$ cat config.mk
export PLATFORM = sky130hd
export DESIGN_NAME = minibus_arbiter_flat
export DESIGN_NICKNAME = d
export VERILOG_FILES = /design/src/rtl/minibus_arbiter_if.sv /design/src/rtl/minibus_arbiter.sv /design/src/flat_wrapper.sv
export SDC_FILE = /design/constraint.sdc
export NUM_CORES = 1
export LEC_CHECK = 0
export BUFFER_PORTS_ARGS = -buffer_cell sky130_fd_sc_hd__buf_4
export CORE_AREA = 2 2 116 118
export DETAILED_ROUTE_END_ITERATION = 8
export DIE_AREA = 0 0 118 120
export HOLD_SLACK_MARGIN = 0.02
export MAX_ROUTING_LAYER = met4
export PLACE_DENSITY = 0.51
export SYNTH_ARGS = -nofsm -noshare
export SYNTH_HDL_FRONTEND = slang
export SYNTH_SLANG_ARGS = --single-unit
$ cat constraint.sdc
create_clock -name clk -period 4.75 [get_ports clk]
set_clock_uncertainty 0.05 [all_clocks]
set_input_delay 0.7125 -clock clk [delete_from_list [all_inputs] [get_ports clk]]
set_output_delay 0.7125 -clock clk [all_outputs]
set_load 0.02 [all_outputs]
$ cat src/rtl/minibus_arbiter_if.sv
//------------------------------------------------------------------------------
// Module   : minibus_arbiter_if
// Brief    : Upstream master bundle plus downstream minibus port of the arbiter.
// Revision : 1.0 - initial release
//------------------------------------------------------------------------------
`default_nettype none

interface minibus_arbiter_if #(
   parameter int MASTER_COUNT = 2
);
   logic [MASTER_COUNT*32-1:0] m_addr;
   logic [MASTER_COUNT*32-1:0] m_wdata;
   logic [MASTER_COUNT-1:0]    m_ren;
   logic [MASTER_COUNT-1:0]    m_wen;
   logic [MASTER_COUNT*32-1:0] m_rdata;
   logic [MASTER_COUNT-1:0]    m_ready;
   logic [MASTER_COUNT-1:0]    m_err;
   logic [31:0]                s_addr;
   logic [31:0]                s_wdata;
   logic                       s_ren;
   logic                       s_wen;
   logic [31:0]                s_rdata;
   logic                       s_ready;

   // Arbiter side: serves the upstream masters and drives the downstream bus.
   modport slave (
      input  m_addr, m_wdata, m_ren, m_wen, s_rdata, s_ready,
      output m_rdata, m_ready, m_err, s_addr, s_wdata, s_ren, s_wen
   );

   // Environment side: the upstream masters together with the downstream slave.
   modport master (
      output m_addr, m_wdata, m_ren, m_wen, s_rdata, s_ready,
      input  m_rdata, m_ready, m_err, s_addr, s_wdata, s_ren, s_wen
   );
endinterface

`default_nettype wire

$ cat src/rtl/minibus_arbiter.sv
//------------------------------------------------------------------------------
// Module   : minibus_arbiter
// Brief    : Round-robin N-to-1 minibus arbiter with per-transaction watchdog.
// Revision : 1.0 - initial release
//------------------------------------------------------------------------------
`default_nettype none

module minibus_arbiter #(
   parameter int          MASTER_COUNT   = 2,
   parameter int          TIMEOUT_CYCLES = 256,
   parameter logic [31:0] ERR_RDATA      = 32'hDEADBEEF
) (
   input  wire logic          clk,
   input  wire logic          nrst,
   minibus_arbiter_if.slave   bus
);
   localparam int c_idx_w = (MASTER_COUNT > 1) ? $clog2(MASTER_COUNT) : 1;
   localparam int c_cnt_w = $clog2(TIMEOUT_CYCLES);
   localparam logic [c_idx_w-1:0] c_last_idx = c_idx_w'(MASTER_COUNT - 1);
   localparam logic [c_cnt_w-1:0] c_cnt_last = c_cnt_w'(TIMEOUT_CYCLES - 1);

   typedef enum logic [0:0] {
      IDLE  = 1'b0,
      GRANT = 1'b1
   } state_t;

   state_t               r_state;
   state_t               w_state_nxt;
   logic [c_idx_w-1:0]   r_grant;
   logic [c_idx_w-1:0]   w_grant_nxt;
   logic [c_idx_w-1:0]   r_rr;
   logic [c_idx_w-1:0]   w_rr_nxt;
   logic [c_cnt_w-1:0]   r_cnt;
   logic [c_cnt_w-1:0]   w_cnt_nxt;

   logic [MASTER_COUNT-1:0] w_req;
   logic                    w_found;
   logic [c_idx_w-1:0]      w_pick;
   logic                    w_g_req;
   logic                    w_timeout;

   assign w_req   = bus.m_ren | bus.m_wen;
   assign w_g_req = w_req[r_grant];

   // First requester at or above the rr pointer, wrapping modulo MASTER_COUNT.
   always_comb begin
      int idx;
      w_found = 1'b0;
      w_pick  = r_rr;
      for (int k = 0; k < MASTER_COUNT; k++) begin
         idx = int'(r_rr) + k;
         if (idx >= MASTER_COUNT) begin
            idx = idx - MASTER_COUNT;
         end
         if (!w_found && w_req[idx]) begin
            w_found = 1'b1;
            w_pick  = c_idx_w'(idx);
         end
      end
   end

   always_ff @(posedge clk or negedge nrst) begin
      if (!nrst) begin
         r_state <= IDLE;
         r_grant <= '0;
         r_rr    <= '0;
         r_cnt   <= '0;
      end else begin
         r_state <= w_state_nxt;
         r_grant <= w_grant_nxt;
         r_rr    <= w_rr_nxt;
         r_cnt   <= w_cnt_nxt;
      end
   end

   always_comb begin
      w_state_nxt  = r_state;
      w_grant_nxt  = r_grant;
      w_rr_nxt     = r_rr;
      w_cnt_nxt    = r_cnt;
      w_timeout    = 1'b0;
      bus.s_addr   = '0;
      bus.s_wdata  = '0;
      bus.s_ren    = 1'b0;
      bus.s_wen    = 1'b0;
      bus.m_rdata  = '0;
      bus.m_ready  = '0;
      bus.m_err    = '0;

      case (r_state)
         IDLE: begin
            w_cnt_nxt = '0;
            if (w_found) begin
               w_grant_nxt = w_pick;
               w_state_nxt = GRANT;
            end
         end

         GRANT: begin
            w_timeout   = (r_cnt == c_cnt_last) && !bus.s_ready;
            w_cnt_nxt   = r_cnt + 1'b1;
            bus.s_addr  = bus.m_addr[int'(r_grant)*32 +: 32];
            bus.s_wdata = bus.m_wdata[int'(r_grant)*32 +: 32];
            bus.s_ren   = bus.m_ren[r_grant] && !w_timeout;
            bus.s_wen   = bus.m_wen[r_grant] && !w_timeout;

            // A dropped request abandons the transfer silently, even if the
            // slave or the watchdog would complete it this cycle.
            if (!w_g_req) begin
               w_state_nxt = IDLE;
            end else if (bus.s_ready || w_timeout) begin
               bus.m_ready[r_grant] = 1'b1;
               bus.m_err[r_grant]   = w_timeout;
               bus.m_rdata[int'(r_grant)*32 +: 32] = w_timeout ? ERR_RDATA : bus.s_rdata;
               w_state_nxt = IDLE;
               w_rr_nxt    = (r_grant == c_last_idx) ? '0 : r_grant + 1'b1;
            end
         end

         default: begin
            w_state_nxt = IDLE;
         end
      endcase
   end
endmodule

`default_nettype wire

$ cat src/flat_wrapper.sv
// flat-port wrapper written by rule: the top's interface ports become plain ports
module minibus_arbiter_flat 
#(
   parameter int          MASTER_COUNT   = 2,
   parameter int          TIMEOUT_CYCLES = 256,
   parameter logic [31:0] ERR_RDATA      = 32'hDEADBEEF
)
  (clk, nrst, bus_m_addr, bus_m_wdata, bus_m_ren, bus_m_wen, bus_s_rdata, bus_s_ready, bus_m_rdata, bus_m_ready, bus_m_err, bus_s_addr, bus_s_wdata, bus_s_ren, bus_s_wen);
  minibus_arbiter_if #(.MASTER_COUNT(MASTER_COUNT)) bus_i ();
  input  wire logic clk;
  input  wire logic nrst;
  input wire logic [$bits(bus_i.m_addr)-1:0] bus_m_addr;
  input wire logic [$bits(bus_i.m_wdata)-1:0] bus_m_wdata;
  input wire logic [$bits(bus_i.m_ren)-1:0] bus_m_ren;
  input wire logic [$bits(bus_i.m_wen)-1:0] bus_m_wen;
  input wire logic [$bits(bus_i.s_rdata)-1:0] bus_s_rdata;
  input wire logic [$bits(bus_i.s_ready)-1:0] bus_s_ready;
  output wire logic [$bits(bus_i.m_rdata)-1:0] bus_m_rdata;
  output wire logic [$bits(bus_i.m_ready)-1:0] bus_m_ready;
  output wire logic [$bits(bus_i.m_err)-1:0] bus_m_err;
  output wire logic [$bits(bus_i.s_addr)-1:0] bus_s_addr;
  output wire logic [$bits(bus_i.s_wdata)-1:0] bus_s_wdata;
  output wire logic [$bits(bus_i.s_ren)-1:0] bus_s_ren;
  output wire logic [$bits(bus_i.s_wen)-1:0] bus_s_wen;
  assign bus_i.m_addr = bus_m_addr;
  assign bus_i.m_wdata = bus_m_wdata;
  assign bus_i.m_ren = bus_m_ren;
  assign bus_i.m_wen = bus_m_wen;
  assign bus_i.s_rdata = bus_s_rdata;
  assign bus_i.s_ready = bus_s_ready;
  assign bus_m_rdata = bus_i.m_rdata;
  assign bus_m_ready = bus_i.m_ready;
  assign bus_m_err = bus_i.m_err;
  assign bus_s_addr = bus_i.s_addr;
  assign bus_s_wdata = bus_i.s_wdata;
  assign bus_s_ren = bus_i.s_ren;
  assign bus_s_wen = bus_i.s_wen;
  minibus_arbiter #(.MASTER_COUNT(MASTER_COUNT), .TIMEOUT_CYCLES(TIMEOUT_CYCLES), .ERR_RDATA(ERR_RDATA)) u_core (.clk(clk), .nrst(nrst), .bus(bus_i));
endmodule
Yosys cells after proc, flatten, opt, wreduce, memory -nomap -nowiden:

Cells that the tools add are included.
Widths: inputs -> output; s select.

* flip-flop bits (word level): 11
* input bits: 167
* output and inout port bits: 134
* logic and storage cells: 76

* $add $sub $neg: 6
* $lt $le $gt $ge: 6
* equal/unequal tests: 1
* shift-type cells: 4
* mux-type cells: 40
* bitwise operators: 4
* reductions and logical operators: 11

Operator list (count)
* $mux 64: 3
* $mux 32: 5
* $shiftx 64x7->32: 2
* $and 64x64->64: 1
* $lt 32x3->1 const B: 2
* $shift 32x33->64 const A: 1
* $shiftx 32x33->64: 1
* $neg 6->33: 1
* $ge 32x3->1 const B: 1
* $sub 32x3->32 const B: 1
* $mux 1: 23
* $pmux 8 s2: 1
* $mux 2: 6
* $add 8x1->8 const B: 1
* $eq 8x8->1 const B: 1
* $logic_and 1x1->1: 5
* $logic_not 1->1: 3
* $reduce_and 3->1: 1
* $sub 1x2->3 const B: 1
* $add 1x1->2 const B: 1
* $and 2x2->2: 1
* $ge 1x2->1 const B: 1
* $lt 1x2->1 const B: 1
* $or 2x2->2: 1
* 7 further kinds: 7

Logic depth before layout (Yosys ltp):

Gate-level depths: netlist of run 1.

* depth in word-level cells: 11
* gate-level depth with buffers: 6
* mapped depth without buffers: 4

Worst setup path before layout of run 1:

No wires, ideal clock.

* path type: in2out
* start point: in bus_s_ready
* end point: out bus_m_rdata[0]
* data arrival time: 1.867 ns
* required time: 3.988 ns
* slack: 2.121 ns
* stages on the path: 5
* path buffers: 3
* path through: clkbuf_1 > or3_1 > buf_6 > buf_8 > a21oi_1

* word-level cells in the longest chain between the ends: 8
* elaborated cells on any way between the ends: 9
* classes of those cells: 1 x shift; 4 x mux; 1 x bitwise; 3 x reduce/logical

RTL lines
* start, declared: line flat_wrapper.sv:17 `input wire logic [$bits(bus_i.s_ready)-1:0] bus_s_ready;`
* $logic_not 1->1: line minibus_arbiter.sv:100 `w_timeout = (r_cnt == c_cnt_last) && !bus.s_ready;`
* $logic_and 1x1->1: line minibus_arbiter.sv:100
* $mux 32: line minibus_arbiter.sv:114 `bus.m_rdata[int'(r_grant)*32 +: 32] = w_timeout ? ERR_RDATA : bus.s_rdata;`
* $shiftx 32x33->64: line minibus_arbiter.sv:114
* $and 64x64->64 (no line)
* $mux 64 (*): line minibus_arbiter.sv:111 `end else if (bus.s_ready || w_timeout) begin`
* $mux 64 (*): line minibus_arbiter.sv:109 `if (!w_g_req) begin`
* $mux 64 (*): line minibus_arbiter.sv:90 `case (r_state)`
* end, declared: line flat_wrapper.sv:18 `output wire logic [$bits(bus_i.m_rdata)-1:0] bus_m_rdata;`

Every way passes the cells marked *; elsewhere a longest branch is shown, timed or not.

Final worst setup path of run 1:

* start point: reg u_core.r_grant
* end point: out bus_s_addr[7]

* word-level cells in the longest chain between the ends: 2

RTL lines
* start, declared: line minibus_arbiter.sv:29 `logic [c_idx_w-1:0] r_grant;`
* start signal, assigned: line minibus_arbiter.sv:70 `r_grant <= w_grant_nxt;`
* $shiftx 64x7->32: line minibus_arbiter.sv:102 `bus.s_addr = bus.m_addr[int'(r_grant)*32 +: 32];`
* $mux 32: line minibus_arbiter.sv:90
* end, declared: line flat_wrapper.sv:21 `output wire logic [$bits(bus_i.s_addr)-1:0] bus_s_addr;`

No other way between the ends.

==> metrics, run 1 <==
die outline area 14200 sq um; nature of the critical path startpoint flip-flop; total number of vias 3243; global router's overall resource usage 13.9%; number of buffers added by the clock tree synthesis step 3; syn avg cell area 6.61 sq um; worst max-slew margin expressed relative to the limit 23.6%; post-detail-place hpwl 8810 microns; Antenna Violating Nets Remaining 0; flip-flop and latch count after synthesis 11; global placement routability congestion 0.873; count of input and output buffers 300; switching share of total power 52.8%; number of H-tree levels 1; Hold Crit Class primary input to asynchronous set/reset pin; combinational cell fraction of total power 80.9%; wire length of the first global-routing pass 15800 microns; CP arrival 2.25 ns; fraction of layout instances using a drive strength above 1 53.4%; Final Critical Period 3.01 ns; number of global-route vias before repair 3028; sequential cell fraction of total power 11.3%; proportion of synthesized chip area in sequential cells 13.0%; number of maximum-capacitance constraint violations 0; row count 42; clock tree sinks 11; number of antenna violations at the first check in global routing 0; P&R area growth vs syn 112%; Total Negative Setup Slacks 0 ns; post-detailed-route via-to-cell ratio 4.21; worst hold margin 0.249 ns; total internal power 0.947 mW; worst-case vdd ir drop 0.504 mV; Worst Reg-to-Reg Cells 3; width of the die 118 microns; static leakage power 2.54 nW; cell taking the most area after synthesis mux2i_1; top post-synthesis cells by count nor2_1, mux2i_1, a21oi_1; status complete, no violations; area of the core region 13000 sq um; largest net degree at the start of global routing 70; endpoint kind of the worst setup timing path output port; Crit Reg-Reg Startpoint u_core.r_grant; final-stage net count 763; Final Hold Fails 0; number of buffers on the longest clock path 2; unrepaired setup endpoints after global routing no; count of flip-flops with a built-in enable after synthesis 0; Net Switching 1.06 mW; share of flip-flops with an asynchronous set or reset 100%; endpoint of the worst register-to-register path u_core.r_rr; first-pass iteration count of the detailed router 4; Gates resized, CTS repair 0; Skew-Pair Late Insertion Delay 0.24 ns; count of warnings emitted by yosys 0; count leader, synth nor2_1; I/O pin cnt 301; Clock Pin Slew Worst Setup and Hold Paths 0.04 ns; CTS Root Cell clkbuf_16; start point of the critical path u_core.r_grant; Mapped Area 2110 sq um; Synth Flop Type dfrtp_1; final core area utilization 34.5%; part of the total power dissipated in the clock network 7.7%; proportion of netlist area held by the largest area contributor 31.2%; initial cell density of the core 16.3%; count of endpoints failing setup in the final report 0; period utilization 63.4%; post-route cell area 4480 sq um; Worst Tran Pin Value 1.15 ns; violation count after the first detailed-route iteration 169; # fillers 1392; worst setup path end bus_s_addr[7]; Syn Nets 488; Distinct cells, synth 32; worst reg-to-reg setup slack 2.71 ns; height of the die 120 microns; power per unit of standard cell area 448 nW/um^2; maximum fanout count along the critical path 43; routed wire length 10900 microns; count of unresolved DRC violations after routing 0; Mapped Cells 320; CTS tree done; per-cell routed wire length 14.2 microns; gr ovfl total 0; Max Fclk 332 MHz; total count of max-transition violations in the final report 0; placed inst area 4400 sq um; critical path required time 3.99 ns; crit path kind flip-flop to output port; post-CTS repair timing setup buffer count 0; number of hold buffers added after cts 0; antenna cell count 0; top area cells in the synthesized netlist mux2i_1, nor2_1, dfrtp_1, a21oi_1, nand2_1
-- how the worst min path moves through the flow --
| stage | endpoint | cells after the start | from | slack (ns) |
|---|---|---|---|---|
| 6_report | u_core.r_cnt[2] | 1 | nrst | 0.25 |
| 3_3_place_gp | u_core.r_cnt[0] | 1 | u_core.r_cnt[0] | 0.38 |
| 4_1_cts | u_core.r_cnt[2] | 1 | nrst | 0.25 |
| 2_1_floorplan | u_core.r_cnt[0] | 0 | nrst | 0.37 |
| 5_1_grt | u_core.r_cnt[2] | 1 | nrst | 0.25 |
| 3_5_place_dp | u_core.r_cnt[0] | 1 | u_core.r_cnt[0] | 0.39 |
-- per-stage QoR --
stage          std cells  setup WS (ns)  power [mW]
2_1_floorplan        320           2.12        1.19
3_3_place_gp         766           1.94        1.85
3_5_place_dp         766           1.93        1.86
4_1_cts              770           1.71        2.03
5_1_grt              770           1.61        2.13
6_report             770           1.74        2.01
-- power groups by stage --
stage | clock, mW | sequential [mW] | combinational (mW)
after floorplan | 0 | 0.131 | 1.06
after global placement | 0 | 0.231 | 1.62
after detailed placement | 0 | 0.229 | 1.63
after CTS | 0.162 | 0.231 | 1.64
after global routing | 0.165 | 0.239 | 1.73
final | 0.155 | 0.228 | 1.62
-- registers in the layout (all words and copies together), names as in the netlist --
name	flops
u_core.r_state	1
u_core.r_grant	1
u_core.r_cnt	8
u_core.r_rr	1
-- routing by layer --
layer / global-route usage [%] / share of wire, % / up-vias
li1: - / - / 1629
met1: 16.3 / 41 / 1494
met2: 25.8 / 54 / 111
met3: 1.71 / 4.1 / 9
met4: 2.11 / 0.89 / 0
met5: - / 0 / -
-- cells by family after synthesis --
family	share of synthesized area, %
mux	32.3
xor+xnor	1.24
compound gates	14.7
buf+inv	10.1
simple gates	28.1
fa+ha+maj	0.592
flops	13.0
-- cell type report --
type                    count  area [sq um]  share of cell area (%)
repair buffers            303          2270                    50.7
multi-input cells         275          1630                    36.3
flip-flops and latches     11           279                    6.22
well taps                 176           220                    4.91
clock buffers               4          78.8                    1.76
inverters                   1          3.75                  0.0837
-- cells in the final DEF, fill, tap and decap left out, types with 2 or more instances in the layout --
cell,n
buf_4,303
nor2_1,90
mux2i_1,66
a21oi_1,49
nand2_1,36
dfrtp_1,10
and3_2,4
o21ai_0,4
nand2b_1,3
xnor2_1,3
clkbuf_16,3
o211ai_1,2
and3_1,2
mux2_2,2
-- worst max-delay path: stages, from the launching register on --
cell     delay, ns
dfrtp_4       0.86
buf_4         0.53
mux2i_1       0.25
nor2_1        0.07
buf_4         0.22
No activity file was read; power rests on OpenSTA's default activity.
==> run 2: changes to the inputs <==
--- a/config.mk
+++ b/config.mk
@@ -6,12 +6,12 @@
 export NUM_CORES = 1
 export LEC_CHECK = 0
 export BUFFER_PORTS_ARGS = -buffer_cell sky130_fd_sc_hd__buf_4
-export CORE_AREA = 2 2 116 118
+export CORE_AREA = 2 2 118 120
 export DETAILED_ROUTE_END_ITERATION = 8
-export DIE_AREA = 0 0 118 120
+export DIE_AREA = 0 0 120 122
 export HOLD_SLACK_MARGIN = 0.02
 export MAX_ROUTING_LAYER = met4
-export PLACE_DENSITY = 0.51
+export PLACE_DENSITY = 0.5
 export SYNTH_ARGS = -nofsm -noshare
 export SYNTH_HDL_FRONTEND = slang
 export SYNTH_SLANG_ARGS = --single-unit
==> constraint.sdc (replaced) <==
create_clock -name clk -period 3 [get_ports clk]
set_clock_uncertainty 0.05 [all_clocks]
set_input_delay 0.45 -clock clk [delete_from_list [all_inputs] [get_ports clk]]
set_output_delay 0.45 -clock clk [all_outputs]
set_load 0.02 [all_outputs]
==> metrics, run 2 (synthesis gave the netlist of run 1 again) <==
final-stage net count 767; count of unresolved DRC violations after routing 0; post-detail-place hpwl 8730 microns; I/O pin cnt 301; antenna cell count 0; first-pass iteration count of the detailed router 4; cell repeated most along the worst path buf_4; Antenna Violating Nets Remaining 0; Worst Reg-to-Reg Cells 3; row count 43; status complete, no violations; Max Fclk 398 MHz; endpoint kind of the worst setup timing path output port; height of the die 122 microns; start point of the critical path u_core.r_cnt[0]; routed wire length 10800 microns; number of buffers added by the clock tree synthesis step 3; gr ovfl total 0; critical path required time 2.50 ns; overall power 3.25 mW; worst max-slew margin expressed relative to the limit 55.7%; Worst path slowest cell dfrtp_1; count of input and output buffers 300; number of H-tree levels 1; number of antenna violations at the first check in global routing 0; post-detailed-route via-to-cell ratio 4.19; wire length of the first global-routing pass 15800 microns; CP arrival 2.02 ns; worst-case vdd ir drop 0.379 mV; delay of the slowest critical-path stage 0.36 ns; worst hold path endpoint u_core.r_cnt[0]; number of flip-flops in the largest register 8; die outline area 14600 sq um; CTS Root Cell clkbuf_16; post-route cell area 4550 sq um; total number of vias 3259; number of buffers on the longest clock path 2; Final Critical Period 2.52 ns; Clock Pin Slew Worst Setup and Hold Paths 0.04 ns; number of global-route vias before repair 2988; worst reg-to-reg setup slack 1.41 ns; Gates resized, CTS repair 0; period utilization 83.8%; placed inst area 4460 sq um; nature of the critical path startpoint flip-flop; largest register by flop count u_core.r_cnt; Min-Delay Path Depth 1; global placement routability congestion 0.819; global router's overall resource usage 13.6%; Skew-Pair Late Insertion Delay 0.24 ns; number of maximum-capacitance constraint violations 0; total count of max-transition violations in the final report 0; CTS tree done; maximum fanout count along the critical path 52; Crit Reg-Reg Startpoint u_core.r_grant; CP Cell Sequence ha_1 -> nand3_2 -> or3_1 -> buf_4 -> and3_2 -> buf_4; most used cells in the layout excluding fill and tap cells buf_4, nor2_1, mux2i_1; largest net degree at the start of global routing 69; Worst Tran Pin Value 0.665 ns; unrepaired setup endpoints after global routing no; most frequent standard cell in the layout excluding fill and tap cells buf_4; power per unit of standard cell area 716 nW/um^2; endpoint of the worst register-to-register path u_core.r_rr; source of the worst hold timing path u_core.r_cnt[0]; fraction of layout instances using a drive strength above 1 53.5%; clock tree sinks 11; area of the core region 13500 sq um; width of the die 120 microns; static leakage power 2.57 nW; violation count after the first detailed-route iteration 143; post-CTS repair timing setup buffer count 0; per-cell routed wire length 13.9 microns; Hold Crit Class flip-flop to flip-flop; count of endpoints failing setup in the final report 0; crit path kind flip-flop to output port; initial cell density of the core 15.7%; Final Hold Fails 0; Total Negative Setup Slacks 0 ns; P&R area growth vs syn 115%
run 2: cell types whose count changed in the layout (fill, tap and decap cells not counted):
cell           before  now
buf_12              0    2
buf_4             303  304
dlygate4sd3_1       0    1
run 2: worst max path at each step:
stage                       to  depth (start not counted)
3_5_place_dp         bus_s_wen                          5
4_1_cts        bus_m_rdata[62]                          5
3_3_place_gp         bus_s_ren                          5
6_report             bus_s_ren                          6
2_1_floorplan   bus_m_rdata[0]                          6
5_1_grt              bus_s_ren                          6
run 2: report_power, final:
group | leakage, nW | internal, mW | switching (mW) | total [mW]
sequential | 0.141 | 0.191 | 0.0300 | 0.221
clock | 0.0382 | 0.178 | 0.0635 | 0.242
combinational | 2.39 | 1.19 | 1.60 | 2.79
total | 2.57 | 1.56 | 1.69 | 3.25
run 2: final cells by class:
cell class | count | area [sq um]
fill | 1456 | 8960
timing repair buffer | 307 | 2330
multi-input combinational | 275 | 1630
sequential | 11 | 279
tap | 180 | 225
clock buffer | 4 | 78.8
inverter | 1 | 3.75
run 2: what timing repair did:
item / in CTS / in global routing
hold buffers: 1 / 0
endpoints found under the setup margin: 0 / 0
hold endpoints to repair: 11 / 0
run 2: worst max-delay path: cells and delay by family (launching register included):
kind          cells  cell delay, ns
fa+ha+maj         1            0.23
simple gates      3            0.73
flops             1            0.36
buf+inv           2            0.44
run 2: metrics by stage:
stage	hold WS, ns	util, %	cells	setup WS [ns]
floorplan	0.104	-	320	0.895
global placement	0.242	33.0	773	0.725
detailed placement	0.243	33.0	773	0.720
CTS	0.407	33.7	778	0.479
global route	0.427	33.7	778	0.369
finish	0.408	33.7	778	0.485
run 2: per-layer routing:
layer  vias up  part of all wire, %  GRT usage, %
li1       1639                    -             -
met1      1483                   37          15.2
met2       126                   55          25.6
met3        11                  6.7          2.39
met4         0                  1.0          2.21
met5         -                    0             -
